File: src/rtl/timer_control.sv
// Kitchen-timer sequencer: remaining-time register, 1 Hz prescaler and IDLE/RUN/PAUSE/ALARM control.
// Optional macro ALARM_TIMEOUT_EN makes ALARM clear itself after ALARM_TICKS prescaler wraps.
module timer_control #(
    parameter int TICK_DIV    = 50000000,
    parameter int MAX_COUNT   = 3599,
    parameter int ALARM_TICKS = 30
) (
    input  logic        clk,
    input  logic        rst_n,
    input  logic        btn_start,
    input  logic        btn_clear,
    input  logic        btn_inc,
    input  logic        btn_dec,
    input  logic [11:0] count_next,
    output logic [11:0] count_value,
    output logic        count_up,
    output logic [11:0] max_count,
    output logic        tick,
    output logic        running,
    output logic        alarm
);

    localparam int PW = $clog2(TICK_DIV);

    typedef enum logic [1:0] {IDLE, RUN, PAUSE, ALARM} state_t;

    state_t        state;
    logic [PW-1:0] presc;
    logic          presc_wrap;
    logic [PW-1:0] presc_adv;
    logic          alarm_expire;

    assign presc_wrap = (presc == PW'(TICK_DIV - 1));
    assign presc_adv  = presc_wrap ? '0 : presc + 1'b1;

    assign max_count  = 12'(MAX_COUNT);
    assign count_up   = (state == IDLE) && btn_inc && !btn_dec;
    assign tick       = (state == RUN) && presc_wrap;
    assign running    = (state == RUN);
    assign alarm      = (state == ALARM);

`ifdef ALARM_TIMEOUT_EN
    localparam int AW = $clog2(ALARM_TICKS + 1);

    logic [AW-1:0] alarm_cnt;

    always_ff @(posedge clk or negedge rst_n) begin
        if (!rst_n) begin
            alarm_cnt <= '0;
        end else if (state != ALARM) begin
            alarm_cnt <= '0;
        end else if (presc_wrap) begin
            alarm_cnt <= alarm_cnt + 1'b1;
        end
    end

    assign alarm_expire = (state == ALARM) && presc_wrap && (alarm_cnt == AW'(ALARM_TICKS - 1));
`else
    assign alarm_expire = 1'b0;
`endif

    always_ff @(posedge clk or negedge rst_n) begin
        if (!rst_n) begin
            state       <= IDLE;
            count_value <= '0;
            presc       <= '0;
        end else if (btn_clear) begin
            state       <= IDLE;
            count_value <= '0;
            presc       <= '0;
        end else begin
            case (state)
                IDLE: begin
                    // Start outranks inc/dec even when it is ignored at zero.
                    if (btn_start) begin
                        if (count_value != '0) begin
                            state <= RUN;
                            presc <= '0;
                        end
                    end else if (btn_inc && !btn_dec) begin
                        count_value <= count_next;
                    end else if (btn_dec && !btn_inc && count_value != '0) begin
                        count_value <= count_next;
                    end
                end
                RUN: begin
                    // Pausing freezes the prescaler and drops a coincident tick.
                    if (btn_start) begin
                        state <= PAUSE;
                    end else begin
                        presc <= presc_adv;
                        if (presc_wrap) begin
                            count_value <= count_next;
                            if (count_value == 12'd1) begin
                                state <= ALARM;
                            end
                        end
                    end
                end
                PAUSE: begin
                    if (btn_start) begin
                        state <= RUN;
                    end
                end
                ALARM: begin
                    if (btn_start || alarm_expire) begin
                        state <= IDLE;
                        presc <= '0;
                    end else begin
                        presc <= presc_adv;
                    end
                end
                default: begin
                    state <= IDLE;
                end
            endcase
        end
    end

endmodule

File: config.mk
export PLATFORM = sky130hd
export DESIGN_NAME = timer_control
export DESIGN_NICKNAME = d
export VERILOG_FILES = /design/src/rtl/timer_control.sv
export SDC_FILE = /design/constraint.sdc
export NUM_CORES = 1
export LEC_CHECK = 0
export CELL_PAD_IN_SITES_DETAIL_PLACEMENT = 1
export CELL_PAD_IN_SITES_GLOBAL_PLACEMENT = 2
export CORE_ASPECT_RATIO = 0.6
export CORE_MARGIN = 2
export CORE_UTILIZATION = 34
export DETAILED_ROUTE_END_ITERATION = 6
export PLACE_DENSITY_LB_ADDON = 0.1
export RECOVER_POWER = 25
export REMOVE_ABC_BUFFERS = 1
export SLEW_MARGIN = 20
export SYNTH_ARGS = -nofsm -noshare
export SYNTH_HDL_FRONTEND = slang
export SYNTH_SLANG_ARGS = --single-unit
File: constraint.sdc
create_clock -name clk -period 3.5 [get_ports clk]
set_clock_uncertainty 0.05 [all_clocks]
set_input_delay 0.35 -clock clk [delete_from_list [all_inputs] [get_ports clk]]
set_output_delay 0.35 -clock clk [all_outputs]
set_load 0.01 [all_outputs]
==> flow_metrics.tcl, run 1 <==
set metrics [dict create \
    timing.max_slew.rel_slack_pct -53.0 \
    max_freq_ghz 0.328 \
    synth_edf_count 0 \
    die-area_mm2 0.00832 \
    ys_seq_elements 40 \
    antenna_left 0 \
    port_buffers 33 \
    post_cts_resize_count 0 \
    final_common_cell "dfrtp_1" \
    cp_data_required_time_ps 3100 \
    syn_area_mm2 0.00258 \
    fin_crit_sh_pct 87.1 \
    drcViolationCount 0 \
    ios 46 \
    cts_hold_buf 0 \
    place_hpwl_mm 5.41 \
    fin_crit_ps 3050 \
    p_switching_w 0.000671 \
    whs_ps 500 \
    slowest_stage "clkdlybuf4s50_1" \
    tns_ps 0 \
    fp.dieW_um 116 \
    antennaDiodeCount 0 \
    start_kind "flip-flop" \
    p_per_area_mw_per_mm2 570 \
    clock-sinks 40 \
    maxCapViolations 1 \
    fin_nets 344 \
    grt-ovfl-total 0 \
    outcome "finished, violations left" \
    cts_tree "built" \
    detail_route.vias_per_cell 5.29 \
    leakage_nw 1.39 \
    p_int_w 0.00110 \
    violations "capacitance limit, slew limit" \
    post_cts_buffers 0 \
    drtIter0Drc 123 \
    tritoncts.num_buffers 5 \
    rsz0062_at_grt "false" \
    gp_congestion 0.774 \
    arrival_ps 2650 \
    ys_types 46 \
    async_flop_share_pct 100 \
    ir_drop_v 0.000190 \
    n_fill_cell 866 \
    area_growth_syn_to_layout_pct 20.7 \
    switching_share_pct 37.8 \
    crit_type "reg -> out" \
    via_count 2252 \
    start_util_pct 35.4 \
    cp_cell_sequence "or4_1 > or3_1 > or3_4 > nor2_1 > clkdlybuf4s50_1" \
    grt_max_degree 41 \
    seqPwrFrac_pct 31.3 \
    firstDrtPassIters 4 \
    grt_use_total_pct 19.8 \
    hold_class "reg -> reg" \
    clk-insertion-delay-late_ps 290 \
    critPathMaxFanout 7 \
    worstSetupEndpointType "primary output" \
    core_mm2 0.00730 \
    hold_violations 0 \
    clk_pin_slew_ps 60 \
    drive_gt1_share_pct 10.9 \
    htree_levels 2 \
    yosysWarningCount 0 \
    maxSlewViolCount 41 \
    worstMarginPinSlew_ps 2290 \
    slowest_delay_ps 560 \
    postSynthAreaPerCell_um2 8.96 \
    root_buffer "clkbuf_16" \
    power_frac_comb_pct 42.2 \
    wl_mm 7.42 \
    seq_area_frac_synth_pct 38.8 \
    antenna_found_initial 0 \
    power_frac_clock_pct 26.5 \
    syn_inst 288 \
    die_h_um 71.5 \
    synthFlopType "dfrtp_1" \
    cts.path.max_buffers 2 \
    grt_pass1_wl_mm 12.6 \
    grt_pass1_vias 2338 \
    routedWlPerCell_um 17.4 \
    final_cell_mix "40 x dfrtp_1, 32 x clkdlybuf4s50_1, 26 x nor2_1, 26 x nand2_1, 16 x nand3_1" \
    finalSetupViolations 0 \
    rows 24 \
]
worst max-delay path: cells and delay by family, from the launching register on:
family / cells / cell delay [ps]
AND/OR/NAND/NOR: 4 / 1350
flip-flops: 1 / 450
buffers and inverters: 1 / 560
power groups by stage:
| stage | combinational, W | clock, W | sequential, W |
|---|---|---|---|
| after floorplan | 0.000422 | 0 | 0.000567 |
| after global placement | 0.000741 | 0 | 0.000565 |
| after detailed placement | 0.000749 | 0 | 0.000565 |
| after CTS | 0.000754 | 0.000488 | 0.000558 |
| after global routing | 0.000831 | 0.000508 | 0.000564 |
| final | 0.000748 | 0.000470 | 0.000556 |
sequential cells by signal, summed over array words and instances (netlist names):
signal and cells:
presc 26, state 2, count_value 12
worst paths after layout:
check | from | end | slack [ps] | depth (start not counted)
min in group asynchronous | rst_n | presc[15] | 700 | 1
max in group asynchronous | rst_n | presc[7] | 1390 | 1
max reg2reg | state[1] | presc[15] | 760 | 9
min | presc[1] | presc[1] | 500 | 2
min reg2reg | presc[1] | presc[1] | 500 | 2
max | presc[16] | tick | 450 | 5
metrics by stage:
step / instances / setup slack [ps] / total power (W) / utilization (%) / instance area, um^2
after floorplan: 274 / 525 / 0.000989 / - / 2450
after global placement: 418 / 634 / 0.00131 / 40.7 / 2970
after detailed placement: 418 / 603 / 0.00131 / 40.7 / 2970
after CTS: 426 / 443 / 0.00180 / 42.7 / 3110
after global routing: 426 / 345 / 0.00190 / 42.7 / 3110
final: 426 / 452 / 0.00177 / 42.7 / 3110
final cells by class:
type | instances | area [um^2] | share of cell area (%)
Inverter | 11 | 41.3 | 1.33
Multi-Input combinational cell | 223 | 1420 | 45.5
Timing Repair Buffer | 40 | 377 | 12.1
Tap cell | 104 | 130 | 4.18
Sequential cell | 40 | 1000 | 32.2
Clock buffer | 8 | 146 | 4.70
metal layers:
layer  vias up  GRT usage (%)  part of all wire (%)
li1       1086              -                     -
met1      1130           32.3                    57
met2        28           26.2                    40
met3         8           4.06                   2.4
met4         0           4.76                   1.0
met5         -              0                     0
cell usage after synthesis, drive strengths merged (2+ instances only):
cell | instances | area, um^2
a21oi | 10 | 50.1
a221o | 7 | 70.1
a22o | 9 | 80.1
and3 | 10 | 66.3
and4 | 2 | 17.5
buf | 16 | 129
clkbuf | 8 | 40.0
conb | 2 | 7.51
dfrtp | 40 | 1000
ha | 5 | 62.6
inv | 11 | 41.3
mux2i | 13 | 130
nand2 | 26 | 97.6
nand2b | 5 | 31.3
nand3 | 16 | 80.1
nand4 | 9 | 56.3
nor2 | 26 | 97.6
nor2b | 4 | 25.0
nor3 | 12 | 60.1
nor3b | 2 | 15.0
nor4 | 6 | 37.5
o21ai | 12 | 60.1
o2bb2ai | 6 | 52.6
or2 | 2 | 12.5
or2b | 10 | 87.6
or3 | 2 | 17.5
or4 | 4 | 30.0
kinds of logic (layout without fill, tap and decap cells):
logic type / Yosys count / count (layout) / synth area share (%)
compound gates: 54 / 54 / 15.8
xor+xnor: 1 / 1 / 0.340
fa+ha+maj: 5 / 5 / 2.42
buf+inv: 35 / 59 / 8.15
flops: 40 / 40 / 38.8
mux: 14 / 14 / 5.48
other cells: 2 / 12 / 0.291
simple gates: 137 / 137 / 28.8
No activity file was read; power rests on OpenSTA's default activity.
==> run 2, diff against run 1 <==
==> constraint.sdc (replaced) <==
create_clock -name clk -period 3.6 [get_ports clk]
set_clock_uncertainty 0.05 [all_clocks]
set_input_delay 0.36 -clock clk [delete_from_list [all_inputs] [get_ports clk]]
set_output_delay 0.36 -clock clk [all_outputs]
set_load 0.01 [all_outputs]
==> run 2 against run 1 <==
The run still ends with capacitance limit, slew limit left. Largest cell class unchanged. Sequential cell count unchanged. Largest power group unchanged. Via count increased by 0.13%. Critical endpoint unchanged. Wire length increased by 0.35%. Critical path depth unchanged. Power decreased by 5.1%. Hold slack got worse by 1.7 ps.
==> flow_metrics.tcl, run 2 (synthesis results as in run 1) <==
set metrics [dict create \
    die-area_mm2 0.00832 \
    arrival_ps 2620 \
    finalSetupViolations 0 \
    fp.dieW_um 116 \
    clock-sinks 40 \
    final_cell_mix "40 x dfrtp_1, 32 x clkdlybuf4s50_1, 26 x nor2_1, 26 x nand2_1, 16 x nand3_1" \
    outcome "finished, violations left" \
    violations "capacitance limit, slew limit" \
    cts_tree "built" \
    tritoncts.num_buffers 5 \
    max_freq_ghz 0.330 \
    crit_type "reg -> out" \
    gp_congestion 0.769 \
    antenna_left 0 \
    die_h_um 71.5 \
    maxSlewViolCount 41 \
    final_common_cell "dfrtp_1" \
    rsz0062_at_grt "false" \
    path_buf_inv 1 \
    place_hpwl_mm 5.40 \
    post_cts_resize_count 0 \
    via_count 2255 \
    switching_share_pct 38.4 \
    rows 24 \
    drtIter0Drc 96 \
    hold_violations 0 \
    regToRegSetupSlack_ps 830 \
    seqPwrFrac_pct 32.1 \
    fin_crit_sh_pct 84.3 \
    port_buffers 33 \
    hold_class "reg -> reg" \
    root_buffer "clkbuf_16" \
    finish.utilization_pct 42.2 \
    grt_pass1_wl_mm 12.1 \
    post-place-cells 415 \
    fin_nets 341 \
    drive_gt1_share_pct 10.1 \
    ir_drop_v 0.000189 \
    power_frac_comb_pct 42.2 \
    cts_hold_buf 0 \
    area_growth_syn_to_layout_pct 19.3 \
    p_int_w 0.00104 \
    cts.path.max_buffers 2 \
    detail_route.vias_per_cell 5.34 \
    timing.max_slew.rel_slack_pct -53.3 \
    slowest_stage "clkdlybuf4s50_1" \
    clk_pin_slew_ps 60 \
    clk-insertion-delay-late_ps 290 \
    worstReg2RegStart "state[1]" \
    grt_use_total_pct 19.0 \
    reg_top3 "presc (26), count_value (12), state (2)" \
    regMostFlops "presc" \
    routedWlPerCell_um 17.6 \
    antenna_found_initial 0 \
    post_cts_buffers 0 \
    cp_top_family "simple AND/OR/NAND/NOR gates" \
    crit_path_start "presc[16]" \
    leakage_nw 1.37 \
    start_kind "flip-flop" \
    instances_no_fill 422 \
    maxCapViolations 1 \
    core_mm2 0.00730 \
    p_total_w 0.00168 \
    largest_reg_flops 26 \
    wl_mm 7.44 \
    fin_crit_ps 3030 \
    tns_ps 0 \
    start_util_pct 35.4 \
    htree_levels 2 \
    grt_pass1_vias 2248 \
    slowest_delay_ps 550 \
    grt-ovfl-total 0 \
    cp_cell_sequence "or4_1 > or3_1 > or3_4 > nor2_1 > clkdlybuf4s50_1" \
    power_frac_clock_pct 25.7 \
    critPathMaxFanout 7 \
    p_per_area_mw_per_mm2 547 \
    grt_max_degree 41 \
    cp_data_required_time_ps 3190 \
    worstSetupEndpointType "primary output" \
    firstDrtPassIters 4 \
    antennaDiodeCount 0 \
    worstHoldStart "presc[1]" \
    ios 46 \
    worstMarginPinSlew_ps 2300 \
    p_switching_w 0.000647 \
    drcViolationCount 0 \
]
-- run 2: cell count changes in the layout (fill, tap and decap cells not counted), sizes merged --
cell and delta:
buf -3, clkinv +1, clkbuf -2
-- run 2: cell type report --
| class | instances | area (um^2) |
|---|---|---|
| multi-input combinational | 223 | 1420 |
| sequential | 40 | 1000 |
| clock buffer | 6 | 129 |
| clock inverter | 1 | 5.00 |
| tap | 104 | 130 |
| timing repair buffer | 37 | 354 |
| fill | 864 | 4220 |
| inverter | 11 | 41.3 |
-- run 2: metrics by stage --
stage	setup slack, ps	hold WS, ps	area (um^2)
3_5_place_dp	690	491	2950
4_1_cts	543	225	3080
3_3_place_gp	765	487	2950
2_1_floorplan	625	14.4	2450
5_1_grt	451	530	3080
6_report	566	498	3080
-- run 2: power by group through the flow --
stage,registers (W),logic (W),clock network (W)
CTS,0.000542,0.000723,0.000447
global route,0.000549,0.000784,0.000466
global placement,0.000548,0.000711,0
detailed placement,0.000549,0.000721,0
floorplan,0.000551,0.000410,0
finish,0.000540,0.000711,0.000433
-- run 2: routing by layer --
layer | share of wire, % | GRT usage, % | vias to the layer above
li1 | - | - | 1085
met1 | 56 | 31.2 | 1127
met2 | 40 | 25.5 | 38
met3 | 3.1 | 3.55 | 5
met4 | 0.78 | 3.97 | 0
met5 | 0 | 0 | -
-- run 2: tightest hold or removal path, delay by kind of cell, from the launching register on --
| kind | cells | cell delay [ps] |
|---|---|---|
| flops | 1 | 400 |
| simple gates | 2 | 120 |
-- run 2: path summary, 6_finish.rpt --
check	end	depth (start not counted)
max reg2reg	presc[0]	8
min	presc[1]	2
min reg2reg	presc[1]	2
min in group asynchronous	state[0]	1
max	tick	5
max in group asynchronous	presc[3]	1
==> run 3, diff against run 2 <==
--- a/config.mk
+++ b/config.mk
@@ -9,7 +9,7 @@
 export CELL_PAD_IN_SITES_GLOBAL_PLACEMENT = 2
 export CORE_ASPECT_RATIO = 0.6
 export CORE_MARGIN = 2
-export CORE_UTILIZATION = 34
+export CORE_UTILIZATION = 32
 export DETAILED_ROUTE_END_ITERATION = 6
 export PLACE_DENSITY_LB_ADDON = 0.1
 export RECOVER_POWER = 25
==> constraint.sdc (replaced) <==
create_clock -name clk -period 3.03 [get_ports clk]
set_clock_uncertainty 0.05 [all_clocks]
set_input_delay 0.303 -clock clk [delete_from_list [all_inputs] [get_ports clk]]
set_output_delay 0.303 -clock clk [all_outputs]
set_load 0.01 [all_outputs]
==> run 3 against run 2 <==
The flow still finishes with violations (capacitance limit, slew limit). Sequential cell count unchanged. First-iteration DRC count increased by 22%. Clock power increased by 46%. Non-clock buffer count increased by 1. Critical path depth unchanged. Combinational power increased by 19%. Utilization decreased by 2.4 points. Largest power group unchanged.
==> flow_metrics.tcl, run 3 (synthesis results as in run 1) <==
set metrics [dict create \
    via_count 2237 \
    multi_input_area_mm2 0.00141 \
    place_hpwl_mm 5.59 \
    seqCellArea_mm2 0.00100 \
    start_util_pct 32.9 \
    ios 46 \
    die_h_um 73.6 \
    critPathMaxFanout 5 \
    drive_gt1_share_pct 11.3 \
    rows 25 \
    cp_top_family "simple AND/OR/NAND/NOR gates" \
    antenna_found_initial 0 \
    final_cell_mix "39 x dfrtp_1, 31 x clkdlybuf4s50_1, 26 x nor2_1, 26 x nand2_1, 16 x nand3_1" \
    grt_pass1_wl_mm 12.2 \
    rsz0062_at_grt "false" \
    cp_cell_sequence "or4_1 > or3_1 > or3_4 > nor2_1 > dlymetal6s2s_1" \
    tns_ps 0 \
    core_mm2 0.00785 \
    grt_pass1_vias 2201 \
    grt_max_degree 41 \
    leakage_nw 1.40 \
    pre_cts_slack_ps 350 \
    met3_length_um 351 \
    maxSlewViolCount 41 \
    largest_reg_flops 26 \
    whs_ps 498 \
    hold_violations 0 \
    slowest_stage "or4_1" \
    antenna_left 0 \
    hold_class "in -> reg" \
    gp_congestion 0.779 \
    fin_crit_ps 2570 \
    clk_pin_slew_ps 70 \
    firstDrtPassIters 4 \
    port_buffers 33 \
    ir_drop_v 0.000285 \
    drtIter0Drc 117 \
    wl_met1_mm 4.36 \
    die-area_mm2 0.00882 \
    p_per_area_mw_per_mm2 680 \
    cp_data_required_time_ps 2680 \
    routedWlPerCell_um 17.8 \
    slowest_delay_ps 520 \
    cts_hold_buf 0 \
    crit_type "reg -> out" \
    maxCapViolations 1 \
    max_freq_ghz 0.390 \
    fin_ws_ps 464 \
    wl_met2_mm 2.84 \
    clock-sinks 40 \
    n_fill_cell 933 \
    detail_route.vias_per_cell 5.23 \
    clk-insertion-delay-late_ps 300 \
    fin_crit_sh_pct 84.7 \
    reg_top3 "presc (26), count_value (12), state (2)" \
    worstMarginPinSlew_ps 2300 \
    cts.path.max_buffers 2 \
    start_kind "flip-flop" \
    htree_levels 2 \
    final_common_cell "dfrtp_1" \
    finalSetupViolations 0 \
    grt-ovfl-total 0 \
    antennaDiodeCount 0 \
    finish.utilization_pct 39.8 \
    tritoncts.num_buffers 5 \
    root_buffer "clkbuf_16" \
    topRoutingLayerUsed "met4" \
    path_buf_inv 1 \
    area_growth_syn_to_layout_pct 21.1 \
    fin_nets 342 \
    cts_tree "built" \
    grt_use_total_pct 18.6 \
    violations "capacitance limit, slew limit" \
    arrival_ps 2210 \
    timing.max_slew.rel_slack_pct -53.5 \
    wl_mm 7.64 \
    drcViolationCount 0 \
    outcome "finished, violations left" \
    fp.dieW_um 120 \
    worstSetupEndpointType "primary output" \
    regMostFlops "presc" \
]
-- run 3: layout make-up --
cell class	instances	share of cell area (%)
tap	108	4.32
sequential	40	32.1
multi-input combinational	223	45.2
timing repair buffer	38	11.6
inverter	11	1.32
clock buffer	5	4.00
clock inverter	3	1.48
-- run 3: metrics by stage --
step	instances	area (um^2)	power, W
after detailed placement	420	2950	0.00151
final	428	3130	0.00213
after global placement	420	2950	0.00150
after CTS	428	3120	0.00215
after global routing	428	3130	0.00225
after floorplan	274	2450	0.00114
-- run 3: layer usage --
metal,GRT usage (%),vias up
met5,0,-
met4,4.71,0
met3,3.96,8
met2,24.8,44
met1,29.5,1102
li1,-,1083
-- run 3: worst paths after layout --
check,from,endpoint,slack [ps],cells past startpoint
min in group asynchronous,rst_n,count_value[9],650,1
worst max-delay path,presc[18],tick,460,5
worst min register to register,presc[1],presc[1],500,2
worst max register to register,presc[18],presc[23],500,6
max in group asynchronous,rst_n,presc[16],800,1
worst min-delay path,count_next[2],count_value[2],500,3
-- run 3: tightest hold or removal path, stage by stage --
cell             delay (ps)
clkdlybuf4s50_1         400
nand2_1                  50
mux2i_1                  50
-- run 3: power by group --
part	internal (W)	switching (W)
clock network	0.000392	0.000242
registers	0.000589	0.0000528
logic	0.000343	0.000506
total	0.00132	0.000800
-- run 3: what timing repair did --
action	CTS	global route
endpoints found under the setup margin	0	1
setup buffers	0	0
hold endpoints to repair	0	0
gates resized for setup	0	2
==> edit, RTL diff (config.mk and constraints of run 3) <==
The option `ALARM_TIMEOUT_EN` is turned on by a define.
--- a/src/rtl/timer_control.sv
+++ b/src/rtl/timer_control.sv
@@ -2,2 +2,4 @@
 // Optional macro ALARM_TIMEOUT_EN makes ALARM clear itself after ALARM_TICKS prescaler wraps.
+`define ALARM_TIMEOUT_EN
+
 module timer_control #(
Function: same outputs for any inputs over 10 cycles, from zero or initial values and one cycle with rst_n low; that may be too few to reach the edited logic, so the function may still have changed.
==> edit against run 3 <==
- worst setup slack got worse by 340 ps
- total power increased by 15%
- count of clock-buffer cells in the layout increased by 1
- utilization increased by 1.4 points
- highest routed layer unchanged
- routed wire length increased by 15%
- critical path type unchanged
- area after synthesis increased by 13%
- sequential cell count increased by 5
- largest power group unchanged
- final area increased by 15%
- sequential share of layout area decreased by 0.61 points
- largest cell class unchanged
==> edit: results (changes against run 3) <==
cells_and_area:
  register_area_mm2: 0.00113  # +12%
  clock_cell_area_share_pct: 4.26  # -1.2 points
  inv_count: 12  # +1
  layout.nets: 393  # +15%
  multi_input_area_share_pct: 45.6  # +0.49 points
  nNonClkBuffers: 54  # +42%
  seq_cell_count: 45  # +13%
  syn_to_final_growth_pct: 22.8
  reg_top3: "presc x26, count_value x12, alarm_cnt x5"
  sh_seq_area_pct: 31.5  # -0.61 points
detailed_routing:
  wl_per_cell_um: 18.4  # +2.9%
  vias_per_cell: 5.38  # +2.9%
place:
  dp_slack_ps: 405  # +55.4 ps
  placed_area_mm2: 0.00342  # +16%
timing:
  holdWs_ps: 492  # -6.98 ps
  tightest_slew_ps: 1350  # -957 ps
power:
  vdd_ir_drop_max_v: 0.000294  # +3.3%
  leakagePower_nw: 1.58  # +12%
setup_path:
  slowest_delay_ps: 680  # +160 ps
  rr_endpoint: "presc[25]$_DFFE_PN0P_"
  cp.arrival_ps: 2550  # +340 ps
  cp_max_fo: 6  # +1
yosys:
  netlist_top_cells_count: "dfrtp_1 (45), nand2_1 (27), nor2_1 (23)"
  yosysSeqAreaShare_pct: 38.6  # -0.15 points
grt:
  grtUsageTotal_pct: 19.3  # +0.76 points
  grt_pass1_vias: 2720  # +24%
  grt_pass1_wl_um: 15000  # +22%
outcome:
  status: "finished, final reports clean"
min_path:
  worstHoldStart: "count_value[2]$_DFFE_PN0P_"
## edit: power breakdown
part / internal (mW) / total, mW / switching, mW / leakage (nW)
logic: 0.482 / 1.07 / 0.589 / 0.883
clock network: 0.329 / 0.575 / 0.246 / 0.0768
registers: 0.687 / 0.793 / 0.106 / 0.616
## edit: through the flow
step	cells	util, %
6_report	480	41.2
4_1_cts	480	41.2
5_1_grt	480	41.2
2_1_floorplan	306	-
3_3_place_gp	471	39.4
3_5_place_dp	471	39.4
## edit: worst register-to-register path, stage by stage, from the launching register on
cell and delay [ps]:
dfrtp_1 410, inv_1 140, ha_1 350, nand2b_1 150
a31o_2 270, nand4_1 280, or4b_2 680, a21oi_1 150
## edit: worst max path at each step
stage	end	from	slack (ps)
final	tick	presc[10]$_DFFE_PN0P_	120
after global placement	tick	presc[10]$_DFFE_PN0P_	480
after floorplan	count_value[0]$_DFFE_PN0P_	count_value[5]$_DFFE_PN0P_	670
after global routing	tick	presc[10]$_DFFE_PN0P_	4
after CTS	tick	presc[10]$_DFFE_PN0P_	80
after detailed placement	tick	presc[10]$_DFFE_PN0P_	410
## edit: routing by layer
metal / vias to the layer above / global-route usage (%) / routed length, um
met2: 46 / 25.2 / 3240
li1: 1233 / - / -
met1: 1298 / 32.0 / 5180
met5: - / 0 / 0
met3: 4 / 4.07 / 350
met4: 0 / 2.97 / 40
## edit: kinds of logic after synthesis
logic type               share of synthesized area (%)
AND/OR/NAND/NOR                                   27.8
multiplexers                                      1.76
buffers and inverters                             6.61
flip-flops                                        38.6
AO/OA/AOI/OAI                                     18.5
XOR/XNOR                                          3.01
other                                            0.258
adder cells (fa/ha/maj)                           3.44
## edit: what timing repair did
action,CTS,global route
endpoints found under the hold margin,21,0
endpoints found under the setup margin,0,1
resized for setup,0,1
hold buffers,1,0
